[config.mk]
export PLATFORM = sky130hd
export DESIGN_NAME = dual_rail_decoder_flat
export DESIGN_NICKNAME = d
export VERILOG_FILES = /design/src/rtl/dual_rail_decoder_if.sv /design/src/rtl/dual_rail_decoder.sv /design/src/flat_wrapper.sv
export SDC_FILE = /design/constraint.sdc
export NUM_CORES = 1
export LEC_CHECK = 0
export BUFFER_PORTS_ARGS = -buffer_cell sky130_fd_sc_hd__buf_2
export CORE_MARGIN = 2
export CORE_UTILIZATION = 40
export DETAILED_ROUTE_END_ITERATION = 10
export SLEW_MARGIN = 20
export SYNTH_ARGS = -nofsm -noshare
export SYNTH_HDL_FRONTEND = slang
export SYNTH_SLANG_ARGS = --single-unit
export TNS_END_PERCENT = 20
[constraint.sdc]
create_clock -name clk -period 6 [get_ports clk]
set_input_delay 0 -clock clk [delete_from_list [all_inputs] [get_ports clk]]
set_output_delay 0 -clock clk [all_outputs]
set_load 0.01 [all_outputs]
[src/rtl/dual_rail_decoder_if.sv]
// dual_rail_decoder_if: dual-rail input bus, decoded output handshake and error status
//   in_t/in_f   : true/false rails, driven by the producer
//   out_data    : decoded single-rail word, valid while out_valid is high
//   out_ready   : consumer accepts out_data when high with out_valid
//   err_illegal : high while the decoder sits in its error state
//   err_timeout : one-cycle pulse on partial-codeword timeout
//   err_count   : saturating count of error entries
interface dual_rail_decoder_if #(
    parameter int WIDTH = 8
);
    logic [WIDTH-1:0] in_t;
    logic [WIDTH-1:0] in_f;
    logic [WIDTH-1:0] out_data;
    logic             out_valid;
    logic             out_ready;
    logic             err_illegal;
    logic             err_timeout;
    logic [7:0]       err_count;

    modport master (
        output in_t, in_f, out_ready,
        input  out_data, out_valid, err_illegal, err_timeout, err_count
    );

    modport slave (
        input  in_t, in_f, out_ready,
        output out_data, out_valid, err_illegal, err_timeout, err_count
    );
endinterface

[src/rtl/dual_rail_decoder.sv]
// dual_rail_decoder: decodes a return-to-spacer dual-rail bus into single-rail words
//   clk : clock, rising edge
//   rst : synchronous active-high reset
//   bus : dual_rail_decoder_if.slave (in_t, in_f, out_ready in; out_data, out_valid,
//         err_illegal, err_timeout, err_count out)
//   Optional macro DRDEC_TIMEOUT_EN: flags a partial codeword lingering TIMEOUT cycles.
module dual_rail_decoder #(
    parameter int WIDTH   = 8,
    parameter int TIMEOUT = 15
) (
    input logic               clk,
    input logic               rst,
    dual_rail_decoder_if.slave bus
);
    typedef enum logic [1:0] {SPACER_WAIT, DATA_WAIT, HOLD, ERROR} state_t;

    state_t           state_q, state_d;
    logic [WIDTH-1:0] smp_t_q, smp_f_q;
    logic [WIDTH-1:0] data_q, data_d;
    logic             valid_q, valid_d;
    logic             illegal_q, illegal_d;
    logic             err_timeout_q, err_timeout_d;
    logic [7:0]       cnt_q, cnt_d;
    logic             timeout_hit;

    // Pair classes over the sampled bus: 00 spacer, 10/01 data, 11 illegal.
    wire all_spacer  = ~|(smp_t_q | smp_f_q);
    wire any_illegal = |(smp_t_q & smp_f_q);
    wire all_valid   = &(smp_t_q ^ smp_f_q);

`ifdef DRDEC_TIMEOUT_EN
    localparam int CW = $clog2(TIMEOUT + 1);
    logic [CW-1:0] tmo_q, tmo_d;

    // Counts consecutive DATA_WAIT cycles holding a partial codeword; any other
    // sample or leaving DATA_WAIT restarts it.
    always_comb begin
        tmo_d       = '0;
        timeout_hit = 1'b0;
        if (state_q == DATA_WAIT && !all_spacer && !all_valid) begin
            timeout_hit = (tmo_q == CW'(TIMEOUT - 1));
            tmo_d       = timeout_hit ? '0 : tmo_q + 1'b1;
        end
    end

    always_ff @(posedge clk)
        tmo_q <= rst ? '0 : tmo_d;
`else
    localparam int unused_timeout = TIMEOUT;
    assign timeout_hit = 1'b0;
`endif

    always_comb begin
        case (state_q)
            SPACER_WAIT: state_d = any_illegal ? ERROR : all_spacer ? DATA_WAIT : SPACER_WAIT;
            DATA_WAIT:   state_d = (any_illegal || timeout_hit) ? ERROR : all_valid ? HOLD : DATA_WAIT;
            HOLD:        state_d = bus.out_ready ? SPACER_WAIT : HOLD;
            default:     state_d = all_spacer ? DATA_WAIT : ERROR;
        endcase
        data_d        = (state_q == DATA_WAIT && state_d == HOLD) ? smp_t_q : data_q;
        valid_d       = state_d == HOLD;
        illegal_d     = state_d == ERROR;
        err_timeout_d = timeout_hit;
        cnt_d         = (state_d == ERROR && state_q != ERROR && cnt_q != 8'hFF) ? cnt_q + 8'd1 : cnt_q;
    end

    always_ff @(posedge clk) begin
        if (rst) begin
            state_q       <= SPACER_WAIT;
            smp_t_q       <= '0;
            smp_f_q       <= '0;
            data_q        <= '0;
            valid_q       <= 1'b0;
            illegal_q     <= 1'b0;
            err_timeout_q <= 1'b0;
            cnt_q         <= '0;
        end else begin
            state_q       <= state_d;
            smp_t_q       <= bus.in_t;
            smp_f_q       <= bus.in_f;
            data_q        <= data_d;
            valid_q       <= valid_d;
            illegal_q     <= illegal_d;
            err_timeout_q <= err_timeout_d;
            cnt_q         <= cnt_d;
        end
    end

    assign bus.out_data    = data_q;
    assign bus.out_valid   = valid_q;
    assign bus.err_illegal = illegal_q;
    assign bus.err_timeout = err_timeout_q;
    assign bus.err_count   = cnt_q;
endmodule

[src/flat_wrapper.sv]
// flat-port wrapper written by rule: the top's interface ports become plain ports
module dual_rail_decoder_flat 
#(
    parameter int WIDTH   = 8,
    parameter int TIMEOUT = 15
)
  (clk, rst, bus_in_t, bus_in_f, bus_out_ready, bus_out_data, bus_out_valid, bus_err_illegal, bus_err_timeout, bus_err_count);
  dual_rail_decoder_if #(.WIDTH(WIDTH)) bus_i ();
  input logic clk;
  input logic rst;
  input wire logic [$bits(bus_i.in_t)-1:0] bus_in_t;
  input wire logic [$bits(bus_i.in_f)-1:0] bus_in_f;
  input wire logic [$bits(bus_i.out_ready)-1:0] bus_out_ready;
  output wire logic [$bits(bus_i.out_data)-1:0] bus_out_data;
  output wire logic [$bits(bus_i.out_valid)-1:0] bus_out_valid;
  output wire logic [$bits(bus_i.err_illegal)-1:0] bus_err_illegal;
  output wire logic [$bits(bus_i.err_timeout)-1:0] bus_err_timeout;
  output wire logic [$bits(bus_i.err_count)-1:0] bus_err_count;
  assign bus_i.in_t = bus_in_t;
  assign bus_i.in_f = bus_in_f;
  assign bus_i.out_ready = bus_out_ready;
  assign bus_out_data = bus_i.out_data;
  assign bus_out_valid = bus_i.out_valid;
  assign bus_err_illegal = bus_i.err_illegal;
  assign bus_err_timeout = bus_i.err_timeout;
  assign bus_err_count = bus_i.err_count;
  dual_rail_decoder #(.WIDTH(WIDTH), .TIMEOUT(TIMEOUT)) u_core (.clk(clk), .rst(rst), .bus(bus_i));
endmodule
==> results of run 1 <==
## per-stage QoR
step / util, % / cell area [µm²] / power, mW / hold slack [ns] / worst slack (ns)
after detailed placement: 46.4 / 1860 / 0.314 / 0.204 / 3.55
after CTS: 52.9 / 2110 / 0.491 / 0.217 / 3.54
final: 52.9 / 2110 / 0.485 / 0.224 / 3.78
after floorplan: - / 1660 / 0.299 / 0.0933 / 4.00
after global routing: 52.9 / 2110 / 0.513 / 0.248 / 3.65
after global placement: 46.4 / 1860 / 0.314 / 0.203 / 3.60
## cells in the final DEF, fill, tap and decap left out, types with 3 or more instances in the layout
master         count
nand3_1           10
o21ai_0            5
nand4_1            6
nor2b_1           17
inv_1             18
dfxtp_1           36
buf_2             36
nor2_1             7
a211oi_1           3
clkbuf_8           5
dlygate4sd3_1     17
o21ai_1            8
or3_1              4
or4_1              3
a21oi_1           15
nand2b_1           3
ha_1              17
nand2_1            4
## kinds of logic (layout without fill, tap and decap cells)
family	Yosys count	in the layout	synth area share, %
AND/OR/NAND/NOR	62	62	21.9
AO/OA/AOI/OAI	39	39	13.6
flip-flops	36	36	43.5
buffers and inverters	27	79	6.72
adder cells (fa/ha/maj)	17	17	12.8
multiplexers	2	2	1.28
other	1	1	0.226
## flip-flops by register name, summed over array words and instances, names as in the netlist
register,flops
u_core.smp_t_q,8
u_core.state_q,2
u_core.smp_f_q,8
u_core.bus.out_valid,1
u_core.bus.err_count,8
u_core.bus.err_illegal,1
u_core.bus.out_data,8
## final cells by class
cell class	count	area, µm²	area share (%)
multi-input cells	121	826	39.1
flip-flops and latches	36	721	34.1
repair buffers	53	350	16.6
clock buffers	5	68.8	3.25
inverters	18	67.6	3.20
well taps	50	62.6	2.96
clock inverters	3	18.8	0.888
## metal layers
layer | global-route usage [%] | up-vias
li1 | - | 738
met1 | 19.7 | 630
met2 | 27.0 | 30
met3 | 5.10 | 4
met4 | 6.50 | 0
met5 | 0 | -
## path summary, 6_finish.rpt
| check | slack [ns] | endpoint | cells after the start | startpoint |
|---|---|---|---|---|
| worst max register to register | 3.78 | u_core.bus.out_data[4]$_SDFFE_PP0P_ | 5 | u_core.smp_f_q[5]$_SDFF_PP0_ |
| worst max-delay path | 3.78 | u_core.bus.out_data[4]$_SDFFE_PP0P_ | 5 | u_core.smp_f_q[5]$_SDFF_PP0_ |
| worst min-delay path | 0.22 | u_core.smp_t_q[1]$_SDFF_PP0_ | 2 | rst |
| worst min register to register | 0.46 | u_core.bus.out_data[0]$_SDFFE_PP0P_ | 2 | u_core.bus.out_data[0]$_SDFFE_PP0P_ |
## power groups by stage
stage | clock [mW] | combinational (mW) | sequential, mW
2_1_floorplan | 0 | 0.0367 | 0.262
5_1_grt | 0.185 | 0.0688 | 0.259
6_report | 0.168 | 0.0602 | 0.257
4_1_cts | 0.174 | 0.0603 | 0.257
3_5_place_dp | 0 | 0.0517 | 0.263
3_3_place_gp | 0 | 0.0515 | 0.262
==> flow_metrics.env, run 1 <==
export IMPL_outcome="completed"
export IMPL_cp_top_family="simple AND/OR/NAND/NOR gates"
export IMPL_cts_max_level=2
export IMPL_ios=38
export IMPL_power_leakage_nw=0.916
export IMPL_syn_avg_cell_area_um2=9.01
export IMPL_maxSlewViolCount=0
export IMPL_yosysTopAreaCellShare_pct=43.5
export IMPL_ys_ff_latch=36
export IMPL_root_buffer="clkbuf_8"
export IMPL_clk_latency_ns=0.28
export IMPL_numCtsBuffers=5
export IMPL_yosys_warnings=0
export IMPL_io_buffers=36
export IMPL_synth_edf_count=0
export IMPL_critPathArrivalTime_ns=2.37
export IMPL_drt_met1_wl_um=1540
export IMPL_synth_area_leaders="dfxtp_1 (43%), ha_1 (13%), nor2b_1 (6.4%), a21oi_1 (4.5%), inv_1 (4.1%)"
export IMPL_finalSetupTns_ns=0
export IMPL_die_y_um=68.4
export IMPL_clock_power_share_pct=34.6
export IMPL_finalCritPeriodShare_pct=37.0
export IMPL_relSlewSlack_pct=50.1
export IMPL_cts_tree="built"
export IMPL_track_usage_pct=16.4
export IMPL_highest_layer="met4"
export IMPL_tightest_slew_ns=0.745
export IMPL_gr_total_overflow=0
export IMPL_synthesis_area_mm2=0.00166
export IMPL_hold_buffers=17
export IMPL_fmax_mhz=451
export IMPL_antenna_cells=0
export IMPL_synthToLayoutAreaGrowth_pct=27.5
export IMPL_rows=23
export IMPL_switching_share_pct=25.9
export IMPL_crit_type="flip-flop to flip-flop"
export IMPL_first_iter_violations=109
export IMPL_post_drt_wl_per_cell_um=11.8
export IMPL_drive_gt1_share_pct=21.2
export IMPL_cts_clk_slew_worst_paths_ns=0.07
export IMPL_seqPwrFrac_pct=53.0
export IMPL_die_width_um=68.4
export IMPL_rsz0062_at_grt="no"
export IMPL_antenna_found_initial=0
export IMPL_hold_path_class="input port to flip-flop"
export IMPL_ys_seq_area_share_pct=43.5
export IMPL_worstPathCellList="ha_1 > or4_4 > or4_1 > o21ai_1 > a21oi_1"
export IMPL_cts_resized=0
export IMPL_hold_violations=0
export IMPL_fin_skew_ns=0.00733
export IMPL_coreArea_mm2=0.00400
export IMPL_synthTopCellsByCount="dfxtp_1 (36), inv_1 (18), ha_1 (17), nor2b_1 (17), a21oi_1 (15)"
export IMPL_post_cts_buffers=0
export IMPL_cts_buffer_depth=2
export IMPL_p_int_mw=0.359
export IMPL_startpoint_type="flip-flop"
export IMPL_num_vias=1402
export IMPL_dieArea_mm2=0.00468
export IMPL_antenna_left=0
export IMPL_p_sw_mw=0.125
export IMPL_crit_fanout=8
export IMPL_vias_per_cell=4.90
export IMPL_yosysMostFrequentCell="dfxtp_1"
export IMPL_cts_sinks=36
export IMPL_crit_path_top_delay_cell="or4_1"
export IMPL_place_congestion=0.874
export IMPL_path_buf_inv=0
export IMPL_async_flop_share_pct=0
export IMPL_syn_nets=220
export IMPL_grt_start_max_net_pins=37
export IMPL_grt_pass1_vias=1262
export IMPL_power_density_mw_per_mm2=229
export IMPL_drtPass1Iterations=4
export IMPL_initial_core_util_pct=41.4
export IMPL_yosys_area_top_type="dfxtp_1"
export IMPL_wl_um=3380
export IMPL_dp_cells=261
export IMPL_synth_cell_type_count=33
export IMPL_nNetsFinal=271
export IMPL_instances_no_fill=286
export IMPL_ir_drop_uv=120
export IMPL_fin_crit_ns=2.22
export IMPL_drcViolationCount=0
export IMPL_synth_flop_cell="dfxtp_1"
export IMPL_wl_met2_um=1630
export IMPL_place_hpwl_um=2440
export IMPL_met3RoutedLength_um=142
export IMPL_synth_cells=184
export IMPL_cp_data_required_time_ns=6.15
export IMPL_cap_viol_max_count=0
export IMPL_end_kind="flip-flop"
export IMPL_cpPeakStageDelay_ns=0.72
export IMPL_setup_viol=0
export IMPL_num_fill_cells=361
export IMPL_grt_pass1_wl_um=5590
export IMPL_p_comb_share_pct=12.4
(Power assumes the default switching activity.)
==> run 2: changes to the inputs <==
clock period = 2.2 ns   (was 6 ns; I/O delays follow)
==> flow_metrics.env, run 2 (synthesis results as in run 1) <==
export IMPL_outcome="completed"
export IMPL_numCtsBuffers=5
export IMPL_antenna_left=0
export IMPL_rsz0062_at_grt="no"
export IMPL_gr_total_overflow=0
export IMPL_num_fill_cells=373
export IMPL_fmax_mhz=478
export IMPL_dieArea_mm2=0.00468
export IMPL_initial_core_util_pct=41.4
export IMPL_clk_latency_ns=0.28
export IMPL_power_leakage_nw=0.951
export IMPL_ios=38
export IMPL_finalCritPeriodShare_pct=95.0
export IMPL_drcViolationCount=0
export IMPL_cp_data_required_time_ns=2.33
export IMPL_ir_drop_uv=433
export IMPL_cts_clk_slew_worst_paths_ns=0.07
export IMPL_relSlewSlack_pct=58.4
export IMPL_wl_um=3470
export IMPL_startpoint_type="flip-flop"
export IMPL_antenna_cells=0
export IMPL_rows=23
export IMPL_coreArea_mm2=0.00400
export IMPL_instances_no_fill=293
export IMPL_hold_violations=0
export IMPL_grt_pass1_vias=1377
export IMPL_num_vias=1419
export IMPL_crit_fanout=8
export IMPL_whs_ns=0.235
export IMPL_die_y_um=68.4
export IMPL_maxSlewViolCount=0
export IMPL_cp_common_cell="or4_4"
export IMPL_fin_crit_ns=2.09
export IMPL_post_drt_wl_per_cell_um=11.8
export IMPL_synthToLayoutAreaGrowth_pct=30.8
export IMPL_die_width_um=68.4
export IMPL_place_hpwl_um=2440
export IMPL_end_kind="flip-flop"
export IMPL_finalSetupTns_ns=0
export IMPL_setup_viol=0
export IMPL_final_cell_mix="buf_2 (36), dfxtp_1 (36), inv_1 (18)"
export IMPL_cap_viol_max_count=0
export IMPL_fin_skew_ns=0.00891
export IMPL_crit_path_top_delay_cell="or4_4"
export IMPL_grt_start_max_net_pins=37
export IMPL_drtPass1Iterations=5
export IMPL_worstPathCellList="ha_1 > or4_4 > or4_4 > o21ai_1 > a21oi_1"
export IMPL_cts_sinks=36
export IMPL_tightest_slew_ns=0.625
export IMPL_critPathArrivalTime_ns=2.22
export IMPL_track_usage_pct=17.3
export IMPL_antenna_found_initial=0
export IMPL_place_congestion=0.815
export IMPL_drive_gt1_share_pct=23.5
export IMPL_crit_type="flip-flop to flip-flop"
export IMPL_io_buffers=36
export IMPL_cts_tree="built"
export IMPL_place_area_mm2=0.00192
export IMPL_first_iter_violations=92
export IMPL_vias_per_cell=4.84
export IMPL_nNetsFinal=279
export IMPL_design_area_mm2=0.00217
export IMPL_dp_cells=269
export IMPL_cts_buffer_depth=2
export IMPL_grt_pass1_wl_um=6030
export IMPL_utilization_pct=54.2
export IMPL_cts_max_level=2
export IMPL_power_density_mw_per_mm2=602
export IMPL_post_cts_buffers=0
export IMPL_cpPeakStageDelay_ns=0.62
export IMPL_hold_path_class="input port to flip-flop"
export IMPL_root_buffer="clkbuf_8"
## run 2: changes by cell type in the layout (fill, tap and decap cells not counted), sizes merged
cell,change
buf,+8
clkinv,-2
clkbuf,+1
## run 2: layout make-up
type / count / area (µm²) / area share (%)
clock inverters: 1 / 5.00 / 0.231
clock buffers: 6 / 72.6 / 3.35
multi-input cells: 121 / 830 / 38.3
well taps: 50 / 62.6 / 2.89
inverters: 18 / 67.6 / 3.12
flip-flops and latches: 36 / 721 / 33.2
repair buffers: 61 / 410 / 18.9
## run 2: final timing paths
| kind | start | endpoint | slack, ns | depth (start not counted) |
|---|---|---|---|---|
| worst max register to register | u_core.smp_f_q[5]$_SDFF_PP0_ | u_core.bus.out_data[4]$_SDFFE_PP0P_ | 0.11 | 5 |
| worst min register to register | u_core.bus.out_data[0]$_SDFFE_PP0P_ | u_core.bus.out_data[0]$_SDFFE_PP0P_ | 0.47 | 2 |
| worst max-delay path | u_core.smp_f_q[5]$_SDFF_PP0_ | u_core.bus.out_data[4]$_SDFFE_PP0P_ | 0.11 | 5 |
| worst min-delay path | rst | u_core.smp_t_q[2]$_SDFF_PP0_ | 0.23 | 2 |
## run 2: worst max-delay path, delay by kind of cell (launching register included)
family	cells	cell delay, ns
and+or+nand+nor	2	1.18
DFF	1	0.32
AOI/OAI and AO/OA	2	0.23
adders and majority gates	1	0.22
## run 2: power breakdown
group	internal, mW	switching, mW
combinational	0.0911	0.0867
clock	0.215	0.210
sequential	0.680	0.0219
## run 2: repair_timing
action,4_1_cts,5_1_grt
gates resized for setup,1,0
hold endpoints to repair,18,0
hold buffers,17,0
setup endpoints to repair,1,0
## run 2: metal layers
| layer | part of all wire (%) | up-vias | global-route usage, % | wire, µm |
|---|---|---|---|---|
| li1 | - | 754 | - | - |
| met1 | 47 | 637 | 21.2 | 1630 |
| met2 | 49 | 26 | 29.6 | 1710 |
| met3 | 3.1 | 2 | 4.28 | 107 |
| met4 | 0.72 | 0 | 5.25 | 25 |
| met5 | 0 | - | 0 | 0 |
## run 2: metrics by stage
stage | setup WS, ns | power, mW
final | 0.110 | 1.30
after global routing | 0.0254 | 1.38
after CTS | 0.110 | 1.32
after detailed placement | -0.00372 | 0.870
after global placement | 0.0515 | 0.870
after floorplan | 0.199 | 0.815
